===== src/rtl/fifo_sync.sv =====
// Single-clock show-ahead FIFO with occupancy count, thresholds and flush.
// Define FIFO_SYNC_ERR_EN to build the sticky overflow/underflow flags.
module fifo_sync #(
  parameter int WIDTH     = 32,
  parameter int ADDRWIDTH = 4,
  parameter int AF_THRESH = 12,
  parameter int AE_THRESH = 4
) (
  input  logic                 clk,
  input  logic                 rstn,
  input  logic [WIDTH-1:0]     wdata,
  input  logic                 wpush,
  output logic                 wfull,
  output logic                 walmost_full,
  output logic [WIDTH-1:0]     rdata,
  input  logic                 rpop,
  output logic                 rempty,
  output logic                 ralmost_empty,
  output logic [ADDRWIDTH:0]   count,
  input  logic                 flush,
  output logic                 overflow,
  output logic                 underflow
);

  localparam int DEPTH = 1 << ADDRWIDTH;

  localparam logic [ADDRWIDTH:0] DEPTH_C = (ADDRWIDTH+1)'(DEPTH);
  localparam logic [ADDRWIDTH:0] AF_C    = (ADDRWIDTH+1)'(AF_THRESH);
  localparam logic [ADDRWIDTH:0] AE_C    = (ADDRWIDTH+1)'(AE_THRESH);

  logic [WIDTH-1:0]     mem [DEPTH];
  logic [ADDRWIDTH-1:0] wptr;
  logic [ADDRWIDTH-1:0] rptr;
  logic                 w_en;
  logic                 r_en;

  assign w_en = wpush & ~wfull;
  assign r_en = rpop & ~rempty;

  assign wfull         = (count == DEPTH_C);
  assign rempty        = (count == '0);
  assign walmost_full  = (count >= AF_C);
  assign ralmost_empty = (count <= AE_C);

  assign rdata = mem[rptr];

  always_ff @(posedge clk) begin
    if (!rstn) begin
      wptr  <= '0;
      rptr  <= '0;
      count <= '0;
    end else if (flush) begin
      wptr  <= '0;
      rptr  <= '0;
      count <= '0;
    end else begin
      if (w_en) wptr <= wptr + 1'b1;
      if (r_en) rptr <= rptr + 1'b1;
      unique case ({w_en, r_en})
        2'b10:   count <= count + 1'b1;
        2'b01:   count <= count - 1'b1;
        default: count <= count;
      endcase
    end
  end

  // Storage is not reset; writes are gated so reset/flush discard them.
  always_ff @(posedge clk) begin
    if (rstn && !flush && w_en) mem[wptr] <= wdata;
  end

`ifdef FIFO_SYNC_ERR_EN
  always_ff @(posedge clk) begin
    if (!rstn) begin
      overflow  <= 1'b0;
      underflow <= 1'b0;
    end else if (flush) begin
      overflow  <= 1'b0;
      underflow <= 1'b0;
    end else begin
      if (wpush && wfull)  overflow  <= 1'b1;
      if (rpop  && rempty) underflow <= 1'b1;
    end
  end
`else
  assign overflow  = 1'b0;
  assign underflow = 1'b0;
`endif

endmodule


===== config.mk =====
export PLATFORM = sky130hd
export DESIGN_NAME = fifo_sync
export DESIGN_NICKNAME = d
export VERILOG_FILES = /design/src/rtl/fifo_sync.sv
export SDC_FILE = /design/constraint.sdc
export NUM_CORES = 1
export LEC_CHECK = 0
export ABC_CLOCK_PERIOD_IN_PS = 4530
export CAP_MARGIN = 15
export CORE_MARGIN = 4
export CORE_UTILIZATION = 60
export CTS_BUF_LIST = sky130_fd_sc_hd__clkbuf_8
export DETAILED_ROUTE_END_ITERATION = 10
export PLACE_DENSITY = 0.79
export SYNTH_ARGS = -nofsm -noshare
export SYNTH_HDL_FRONTEND = slang
export SYNTH_SLANG_ARGS = --single-unit

===== constraint.sdc =====
create_clock -name clk -period 4.53 [get_ports clk]
set_clock_uncertainty 0.2 [all_clocks]
set_input_delay 0.906 -clock clk [delete_from_list [all_inputs] [get_ports clk]]
set_output_delay 0.906 -clock clk [all_outputs]
set_load 0.05 [all_outputs]

After elaboration in Yosys (flattened, before gate mapping)
Memory sizes are Yosys's and may differ from the RTL's. A register that Yosys moved wholly into a read port is not among the register bits. Index checks and enable logic that the tools add are counted.

Add/subtract/negate cells: 4. Multipliers: 0. Div/mod/pow operators: 0. Order comparisons: 2. Eq/ne operators: 3. Shift operators: 0. Mux-type cells: 5. Bitwise gates (word level): 5. Reductions and logical operators: 6.

Operators with widths (number): 5-bit one-hot mux with 2 select lines (1); 4-bit by 1-bit adder with 4-bit output (second input constant) (2); 4-bit two-way mux (2); 5-bit by 1-bit adder with 5-bit output (second input constant) (1); 5-bit equality test (second input constant) (1); 5-bit by 4-bit >= comparator with 1-bit output (second input constant) (1); 5-bit by 3-bit less-or-equal comparator with 1-bit output (second input constant) (1); 5-bit zero test (1); 5-bit by 1-bit subtractor with 5-bit output (second input constant) (1); 1-bit inverter (3); 1-bit bitwise AND (2); 2-bit by 1-bit equality test with 1-bit output (second input constant) (1); 2-bit equality test (second input constant) (1); 1-bit logical AND (2); 1-bit two-way mux (2); 2-bit nonzero test (1); 2-bit OR reduction (1); 1-bit zero test (1).

Bits in registers: 13. Bits in latches: 0. Memory bits (writable): 512. Bits in read-only memories: 0. Bits of input ports: 37. Output and inout port bits: 43. Word-level logic and storage cells: 29. Memories: 1.

Memories: mem (words 16, width 32, read ports 1, clocked after Yosys merged registers in 1, wr ports 1, RTL line 31) `logic [WIDTH-1:0] mem [DEPTH];`.

Depth between registers and ports, before layout
Gate-level depths: netlist of the first run.

Depth after elaboration: 6. Depth in mapped cells: 10. Gate-level depth less buffers: 9.

Worst setup path after synthesis of the first run
OpenSTA, ideal clock, no wires.

Kind: in2reg. Start: in flush. End: mem mem[0][0], enable pin. Library setup time: 0.421 ns. Data arrival time: 2.826 ns. Required time: 3.909 ns. Path slack: 1.082 ns. Stages on the path: 3. Buffers on the path: 0. Path through: nand2b_1 -> or3_1 -> nor2_1.

Cells in the longest elaborated chain, start to end: 5.

Ends and longest elaborated chain: from (decl) (RTL line 20) `input logic flush,`; 1-bit zero test (RTL line 69) `if (rstn && !flush && w_en) mem[wptr] <= wdata;`; 1-bit logical AND (2 in a row) (RTL line 69); 1-bit two-way mux (RTL line 69); 1-bit two-way mux (not written as such) (RTL line 69); to (decl) (RTL line 31).

Every way passes these cells.

==> results of run 1 <==
power by group through the flow:
stage	Clock, uW	Sequential, uW	Combinational [uW]
final	3570	5390	323
after global routing	3910	5380	346
after CTS	3650	5390	324
after detailed placement	0	5490	323
after global placement	0	5490	316
after floorplan	0	5490	169
per-stage QoR:
stage	worst slack, ns	hold WS, ns	std cells	utilization [%]
global route	0.0382	0.365	1558	71.0
finish	0.180	0.325	1558	71.0
CTS	0.231	0.327	1558	71.0
floorplan	1.08	0.259	902	-
detailed placement	0.859	0.319	1409	66.5
global placement	0.928	0.284	1409	66.5
how the worst min path moves through the flow:
stage	endpoint	slack, ns	startpoint
2_1_floorplan	register	0.26	rptr[3]$_SDFFE_PP0P_
3_3_place_gp	rptr[3]$_SDFFE_PP0P_	0.28	rptr[3]$_SDFFE_PP0P_
3_5_place_dp	rptr[3]$_SDFFE_PP0P_	0.32	rptr[3]$_SDFFE_PP0P_
4_1_cts	rptr[3]$_SDFFE_PP0P_	0.33	rptr[3]$_SDFFE_PP0P_
5_1_grt	rptr[3]$_SDFFE_PP0P_	0.36	rptr[3]$_SDFFE_PP0P_
6_report	rptr[3]$_SDFFE_PP0P_	0.33	rptr[3]$_SDFFE_PP0P_
area by class of cell:
| type | instances | area share, % |
|---|---|---|
| multi-input cells | 319 | 18.3 |
| repair buffers | 114 | 5.31 |
| inverters | 5 | 0.0807 |
| flip-flops and latches | 529 | 67.6 |
| well taps | 442 | 2.38 |
| clock buffers | 82 | 4.85 |
| clock inverters | 67 | 1.50 |
layer usage:
metal  track usage, %  vias to the layer above
met2             38.1                      503
met5                0                        -
li1                 -                     4116
met1             34.2                     5065
met3             6.08                       67
met4             6.10                        4
worst max-delay path, cell delays in order, from the launching register on:
cell and delay [ns]:
dfxtp_1 0.45, nor2b_4 0.77, buf_4 0.32, a22oi_1 0.11, nand2_1 0.17, clkdlybuf4s50_1 0.82
kinds of logic after synthesis:
kind of cell | after synthesis | share of synthesized area [%]
AO/OA/AOI/OAI | 78 | 3.03
XOR/XNOR | 7 | 0.306
adder cells (fa/ha/maj) | 10 | 0.661
buffers and inverters | 54 | 1.17
flip-flops | 529 | 78.3
multiplexers | 131 | 14.5
other | 1 | 0.0187
AND/OR/NAND/NOR | 91 | 1.96
sequential cells by signal (all words and copies together) (netlist names), named ones only:
register,count
mem,512
count,5
rptr,4
wptr,4
layout by cell type, fill, tap and decap left out, types with 2 or more instances in the layout:
master           count
inv_8                2
xor2_1               5
xnor2_1              2
mux4_2             128
nand2_1             40
conb_1               2
nand3_1              5
clkdlybuf4s50_1     77
mux2i_1              3
inv_1               38
ha_1                 9
inv_12               2
clkinv_1            22
dfxtp_1             15
edfxtp_1           512
nor2_4              17
clkinv_8             2
a22oi_1             64
dfxtp_4              2
o211ai_1             4
nor2_1              15
buf_4               22
clkinv_2             5
buf_12              15
clkbuf_8            82
a21oi_1              3
or4_1                3
nor2b_4              2
==> flow_summary.ini, run 1 <==
[logic_synthesis]
synth_top_area_share_pct = 76.6
syn_avg_cell_area_um2 = 22.3
yosys_most_used_dff = edfxtp_1
ys_warn_count = 0
synth_top_area_cell = edfxtp_1
synthArstFlopShare_pct = 0
syn_inst = 901
synth_most_common_cell = edfxtp_1
ys_types = 37
synth_edf_count = 512
synth_top_cells_by_count = edfxtp_1 (512), mux4_2 (128), a22oi_1 (64)
yosysSeqAreaShare_pct = 78.3
syn_area_um2 = 20100
synth.area.top_cells = edfxtp_1 (77%), mux4_2 (14%), a22oi_1 (2.4%)
synth_seq_cells = 529

[power_and_ir_drop]
switching_power_uw = 2010
power_leakage_uw = 0.00737
power_density_nw_per_um2 = 399
pwr-share-clk_pct = 38.5
internal_power_uw = 7270
p_total_uw = 9280
swShare_pct = 21.6
pwr-share-seq_pct = 58.0
ir_worst_vdd_mv = 0.280
combinationalPowerShare_pct = 3.5

[clock_network]
cts_tree = yes
cts-hold-fix-buffers = 0
clkTransAtPathRegs_ns = 0.06
htreeDepth = 3
root_buffer = clkbuf_8
clk_path_buf_depth = 3
post_cts_buffers = 0
clock_latency_ns = 0.59
cts-buffers-inserted = 81
cts.repair.resized = 0
cts.sinks = 529

[routing]
dr_total_vias = 9755
post_drt_wl_per_cell_um = 26.9
drt_iter0_markers = 1176
viasPerCell = 6.26
wl_met2_mm = 21.0
m1WireLength_mm = 16.0
top_layer = met5
ant_nets = 0
first_pass_iters = 5
route.met3.wl_mm = 4.09
drc = 0
wl_mm = 41.9

[min_path]
hold_class = register to register
hold_depth = 2

[layout]
nNetsFinal = 1097
multi_input_area_um2 = 4260
drive_gt1_share_pct = 25.4
diodes = 0
regArea_um2 = 15700
fillCellCount = 1897
fin_area_um2 = 23300
area_growth_pct = 16.0

[floorplan]
ios = 80
core-area_um2 = 32800
initial_core_util_pct = 61.2
die-area_um2 = 36400
fp.dieW_um = 191
die_height_um = 191
num_rows = 66

[place]
hpwl_mm = 22.7
portBuffers = 77
place_area_um2 = 21800
globalplace.congestion = 0.731

[global_route]
grt_usage_pct = 23.9
grt_pass1_vias = 10300
antenna_found_initial = 2
grt_max_degree = 51
grt_pass1_wl_mm = 63.9
grt_remaining_overflow = 0

[critical_path]
critical_path_class = register to primary output
required_ns = 3.42
reg2reg_slack_ns = 1.51
r2r_start = count[0]$_SDFFE_PP0P_
reg2reg_to = count[4]$_SDFFE_PP0P_
cp.arrival_ns = 3.24
worstPathMaxFanout = 19
critPathCaptureType = primary output
endpoint = rdata[19]
worstRegToRegCells = 9
cp-start-kind = register

[sta]
setup_viol = 0
rsz0062_at_grt = no
drv_slew = 0
finalSetupTns_ns = 0
tightest_slew_ns = 0.921
timing.fmax_mhz = 230
finalCriticalPeriod_ns = 4.35
fin_crit_sh_pct = 96.0
hold_viol_final = 0
relSlewSlack_pct = 38.5

[run]
maxCapViolCount = 0

[run_status]
outcome = finished, final reports clean
No activity file was read; power rests on OpenSTA's default activity.
==> run 2, diff against run 1 <==
- CORE_UTILIZATION: 60 -> 44
- CTS_CLUSTER_DIAMETER: unset -> 30
- PLACE_DENSITY: 0.79 -> unset
==> run 2 against run 1 <==
  * Register-to-register slack about the same
  * Routed wire length up 5.4%
  * Design area up 4.5%
  * First-iteration DRC count down 32%
  * Critical endpoint is now rdata[1]
  * Largest cell class unchanged
==> flow_summary.ini, run 2 (same netlist as run 1, synthesis figures left out) <==
[run_status]
outcome = finished, final reports clean

[min_path]
hold_class = register to register
hold_depth = 2

[critical_path]
critPathCaptureType = primary output
required_ns = 3.42
worstRegToRegCells = 9
crit_buf_inv = 2
crit_cells = 5
worstPathMaxFanout = 33
path_delay_family = buffers and inverters
cp.arrival_ns = 3.18
slowest_delay_ns = 0.73
reg2reg_slack_ns = 1.52
path_cells = buf_12 > mux4_2 > a22oi_1 > nand2_1 > clkdlybuf4s50_1
cpMaxStageDelayCell = clkdlybuf4s50_1
cp-start-kind = register
critical_path_class = register to primary output

[clock_network]
htreeDepth = 3
clk_path_buf_depth = 3
cts-buffers-inserted = 105
clkTransAtPathRegs_ns = 0.06
cts-hold-fix-buffers = 0
cts_tree = yes
clock_latency_ns = 0.68
root_buffer = clkbuf_8
cts.sinks = 529

[place]
hpwl_mm = 23.6
globalplace.congestion = 0.706
portBuffers = 77

[sta]
fin_crit_sh_pct = 94.5
rsz0062_at_grt = no
setup_viol = 0
finalSetupTns_ns = 0
relSlewSlack_pct = 57.3
drv_slew = 0
finalCriticalPeriod_ns = 4.28
timing.fmax_mhz = 233
hold_viol_final = 0
tightest_slew_ns = 0.640

[layout]
regMostFlops = mem
top_regs = mem x512, count x5
regArea_um2 = 15700
final_cell_mix = edfxtp_1 (512), mux4_2 (128), clkbuf_8 (109)
largest_reg_flops = 512
multi_input_area_um2 = 4260
drive_gt1_share_pct = 30.6
mostFrequentLayoutCell = edfxtp_1
area_growth_pct = 21.2
nNetsFinal = 1134
fin_util_pct = 54.5
fillCellCount = 3398
diodes = 0

[run]
maxCapViolCount = 0

[routing]
post_drt_wl_per_cell_um = 25.0
drc = 0
wl_mm = 44.1
viasPerCell = 5.47
first_pass_iters = 5
drt_iter0_markers = 803
dr_total_vias = 9665
ant_nets = 0

[power_and_ir_drop]
power_leakage_uw = 0.00778
ir_worst_vdd_mv = 0.232
power_density_nw_per_um2 = 442

[global_route]
grt_usage_pct = 18.1
grt_max_degree = 38
grt_pass1_vias = 10600
grt_pass1_wl_mm = 66.3
grt_remaining_overflow = 0
antenna_found_initial = 1

[floorplan]
die_height_um = 222
ios = 80
die-area_um2 = 49100
num_rows = 77
fp.dieW_um = 222
initial_core_util_pct = 45.0
core-area_um2 = 44600
-- run 2: cell types whose count changed in the layout (fill, tap and decap cells not counted), sizes merged --
cell	previous run	this run
dlygate4sd2	0	1
clkinvlp	0	9
clkinv	29	41
buf	37	49
bufinv	1	13
clkbuf	82	110
inv	42	28
clkdlybuf4s50	77	76
-- run 2: layer usage --
layer  wire [um]  vias to the layer above  track usage (%)
met3        2530                       75             4.29
met2       21700                      316             29.0
li1            -                     4215                -
met5          13                        -                0
met4         761                        2             5.20
met1       19200                     5057             25.1
-- run 2: path summary, 6_finish.rpt --
kind,startpoint,end
setup / recovery,register,rdata[1]
setup reg to reg,count[1]$_SDFFE_PP0P_,count[4]$_SDFFE_PP0P_
hold reg to reg,rptr[3]$_SDFFE_PP0P_,rptr[3]$_SDFFE_PP0P_
hold / removal,rptr[3]$_SDFFE_PP0P_,rptr[3]$_SDFFE_PP0P_
-- run 2: timing repair --
action	in CTS	in global routing
setup endpoints to repair	1	16
endpoints found under the hold margin	0	0
gates resized for setup	1	0
setup buffers	0	2
-- run 2: final cells by class --
cell class                 count  area share, %
sequential                   529           64.7
multi-input combinational    319           17.5
clock buffer                 109           6.17
timing repair buffer         127           5.45
clock inverter                86           3.05
tap                          592           3.05
inverter                       5         0.0772
-- run 2: power by group --
part,total [uW],switching (uW),internal (uW)
sequential,5390,8.65,5380
combinational,324,200,124
clock,5020,2030,2990
-- run 2: metrics by stage --
| step | instances | hold slack (ns) | cell area (um^2) | power, uW | setup WS [ns] |
|---|---|---|---|---|---|
| after detailed placement | 1570 | 0.284 | 22000 | 5810 | 0.755 |
| after global placement | 1570 | 0.277 | 22000 | 5810 | 0.757 |
| after CTS | 1765 | 0.294 | 24300 | 10900 | 0.0134 |
| after floorplan | 902 | 0.259 | 20100 | 5660 | 1.08 |
| final | 1767 | 0.289 | 24300 | 10700 | 0.247 |
| after global routing | 1767 | 0.326 | 24300 | 11100 | 0.0715 |
-- run 2: worst reg2reg max path: cells and delay by family, from the launching register on --
family | cells | cell delay [ns]
fa+ha+maj | 2 | 0.63
flops | 1 | 0.38
buf+inv | 1 | 0.07
compound gates | 5 | 0.90
simple gates | 1 | 0.74
==> run 3, diff against run 2 <==
- CORE_MARGIN: 4 -> unset
==> run 3 against run 2 <==
  * Sequential power is essentially flat
  * Fmax shrank 1.5%
  * Global-route usage grew 1.5 points
  * Die area shrank 5.3%
  * Critical path type unchanged
  * Highest routed layer is now met4
==> flow_summary.ini, run 3 (same netlist as run 1, synthesis figures left out) <==
[run_status]
outcome = finished, final reports clean

[critical_path]
path_delay_family = buffers and inverters
critPathCaptureType = primary output
critical_path_class = register to primary output
cp.arrival_ns = 3.24
slowest_delay_ns = 0.83
path_cells = nor2b_4 > buf_4 > a22oi_1 > nand2_1 > clkdlybuf4s50_1
cp-start-kind = register
cpMaxStageDelayCell = clkdlybuf4s50_1
required_ns = 3.42
crit_buf_inv = 2
worstPathMaxFanout = 17

[min_path]
hold_class = register to register

[power_and_ir_drop]
power_density_nw_per_um2 = 456
power_leakage_uw = 0.00777
ir_worst_vdd_mv = 0.279

[sta]
fin_crit_sh_pct = 96.0
timing.fmax_mhz = 230
hold_viol_final = 0
drv_slew = 0
setup_viol = 0
rsz0062_at_grt = no
finalCriticalPeriod_ns = 4.35
finalSetupTns_ns = 0
tightest_slew_ns = 0.707
relSlewSlack_pct = 52.8

[routing]
post_drt_wl_per_cell_um = 24.8
dr_total_vias = 9702
drt_iter0_markers = 806
wl_mm = 43.7
viasPerCell = 5.51
ant_nets = 0
first_pass_iters = 5
drc = 0

[layout]
area_growth_pct = 21.5
nNetsFinal = 1127
regMostFlops = mem
drive_gt1_share_pct = 30.8
mostFrequentLayoutCell = edfxtp_1
top_regs = mem x512, count x5
diodes = 0
final_cell_mix = edfxtp_1 (512), mux4_2 (128), clkbuf_8 (104)
largest_reg_flops = 512
fin_area_um2 = 24400

[clock_network]
clkTransAtPathRegs_ns = 0.05
cts.sinks = 529
clk_path_buf_depth = 3
cts_tree = yes
clock_latency_ns = 0.68
cts-buffers-inserted = 104
cts-hold-fix-buffers = 0
root_buffer = clkbuf_8
htreeDepth = 3

[place]
portBuffers = 77
hpwl_mm = 23.2
globalplace.congestion = 0.701
place_area_um2 = 22000

[floorplan]
fp.dieW_um = 216
ios = 80
num_rows = 77
die_height_um = 216
core-area_um2 = 44600
initial_core_util_pct = 45.0
die-area_um2 = 46400

[global_route]
grt_remaining_overflow = 0
grt_usage_pct = 19.5
use_met3_pct = 4.38
use_met1_pct = 27.7
grt_max_degree = 41
grt_pass1_vias = 10500
grt_busiest_layer = met2
grt_pass1_wl_mm = 66.0
use_met2_pct = 30.2
antenna_found_initial = 0

[run]
maxCapViolCount = 0
run 3: cell types whose count changed in the layout (fill, tap and decap cells not counted), sizes merged:
cell | before | now
buf | 49 | 44
dlymetal6s2s | 0 | 3
inv | 28 | 22
bufinv | 13 | 18
dlygate4sd2 | 1 | 0
clkbuf | 110 | 104
clkinv | 41 | 43
clkdlybuf4s50 | 76 | 74
clkinvlp | 9 | 14
run 3: layer usage:
layer / part of all wire (%) / wire, um
met1: 45 / 19800
met2: 47 / 20800
met3: 5.4 / 2380
met4: 1.8 / 792
met5: 0 / 0
run 3: per-stage QoR:
stage	hold WS [ns]	util [%]	std cells	worst slack [ns]	total power (uW)
after floorplan	0.259	-	902	1.08	5660
after CTS	0.294	54.6	1762	0.0205	11200
after global routing	0.333	54.6	1762	0.0133	11500
after global placement	0.284	49.2	1566	0.762	5810
final	0.297	54.6	1762	0.181	11100
after detailed placement	0.284	49.2	1566	0.782	5810
run 3: worst min-delay path, delay by kind of cell (launching register included):
family / cells / cell delay, ns
and+or+nand+nor: 1 / 0.06
AOI/OAI and AO/OA: 1 / 0.07
DFF: 1 / 0.31
run 3: final timing paths:
kind	slack, ns	to	cells after the start	from
worst max-delay path	0.18	rdata[25]	5	register
worst min-delay path	0.30	register	2	rptr[3]$_SDFFE_PP0P_
worst max register to register	1.51	count[4]$_SDFFE_PP0P_	9	count[0]$_SDFFE_PP0P_
worst min register to register	0.30	register	2	rptr[3]$_SDFFE_PP0P_
run 3: what timing repair did:
action                     CTS  global route
setup endpoints to repair    0             4
resized for setup            0             4
setup buffers                0             0
run 3: layout make-up:
cell class,instances,area (um^2)
clock buffer,104,1430
clock inverter,92,957
fill,3404,20200
inverter,5,18.8
multi-input combinational,319,4260
sequential,529,15700
tap,592,741
timing repair buffer,121,1240
run 3: where the power goes:
group | internal, uW | switching, uW | total [uW]
registers | 5380 | 9.25 | 5390
logic | 122 | 200 | 322
clock network | 3230 | 2160 | 5400
total | 8740 | 2370 | 11100
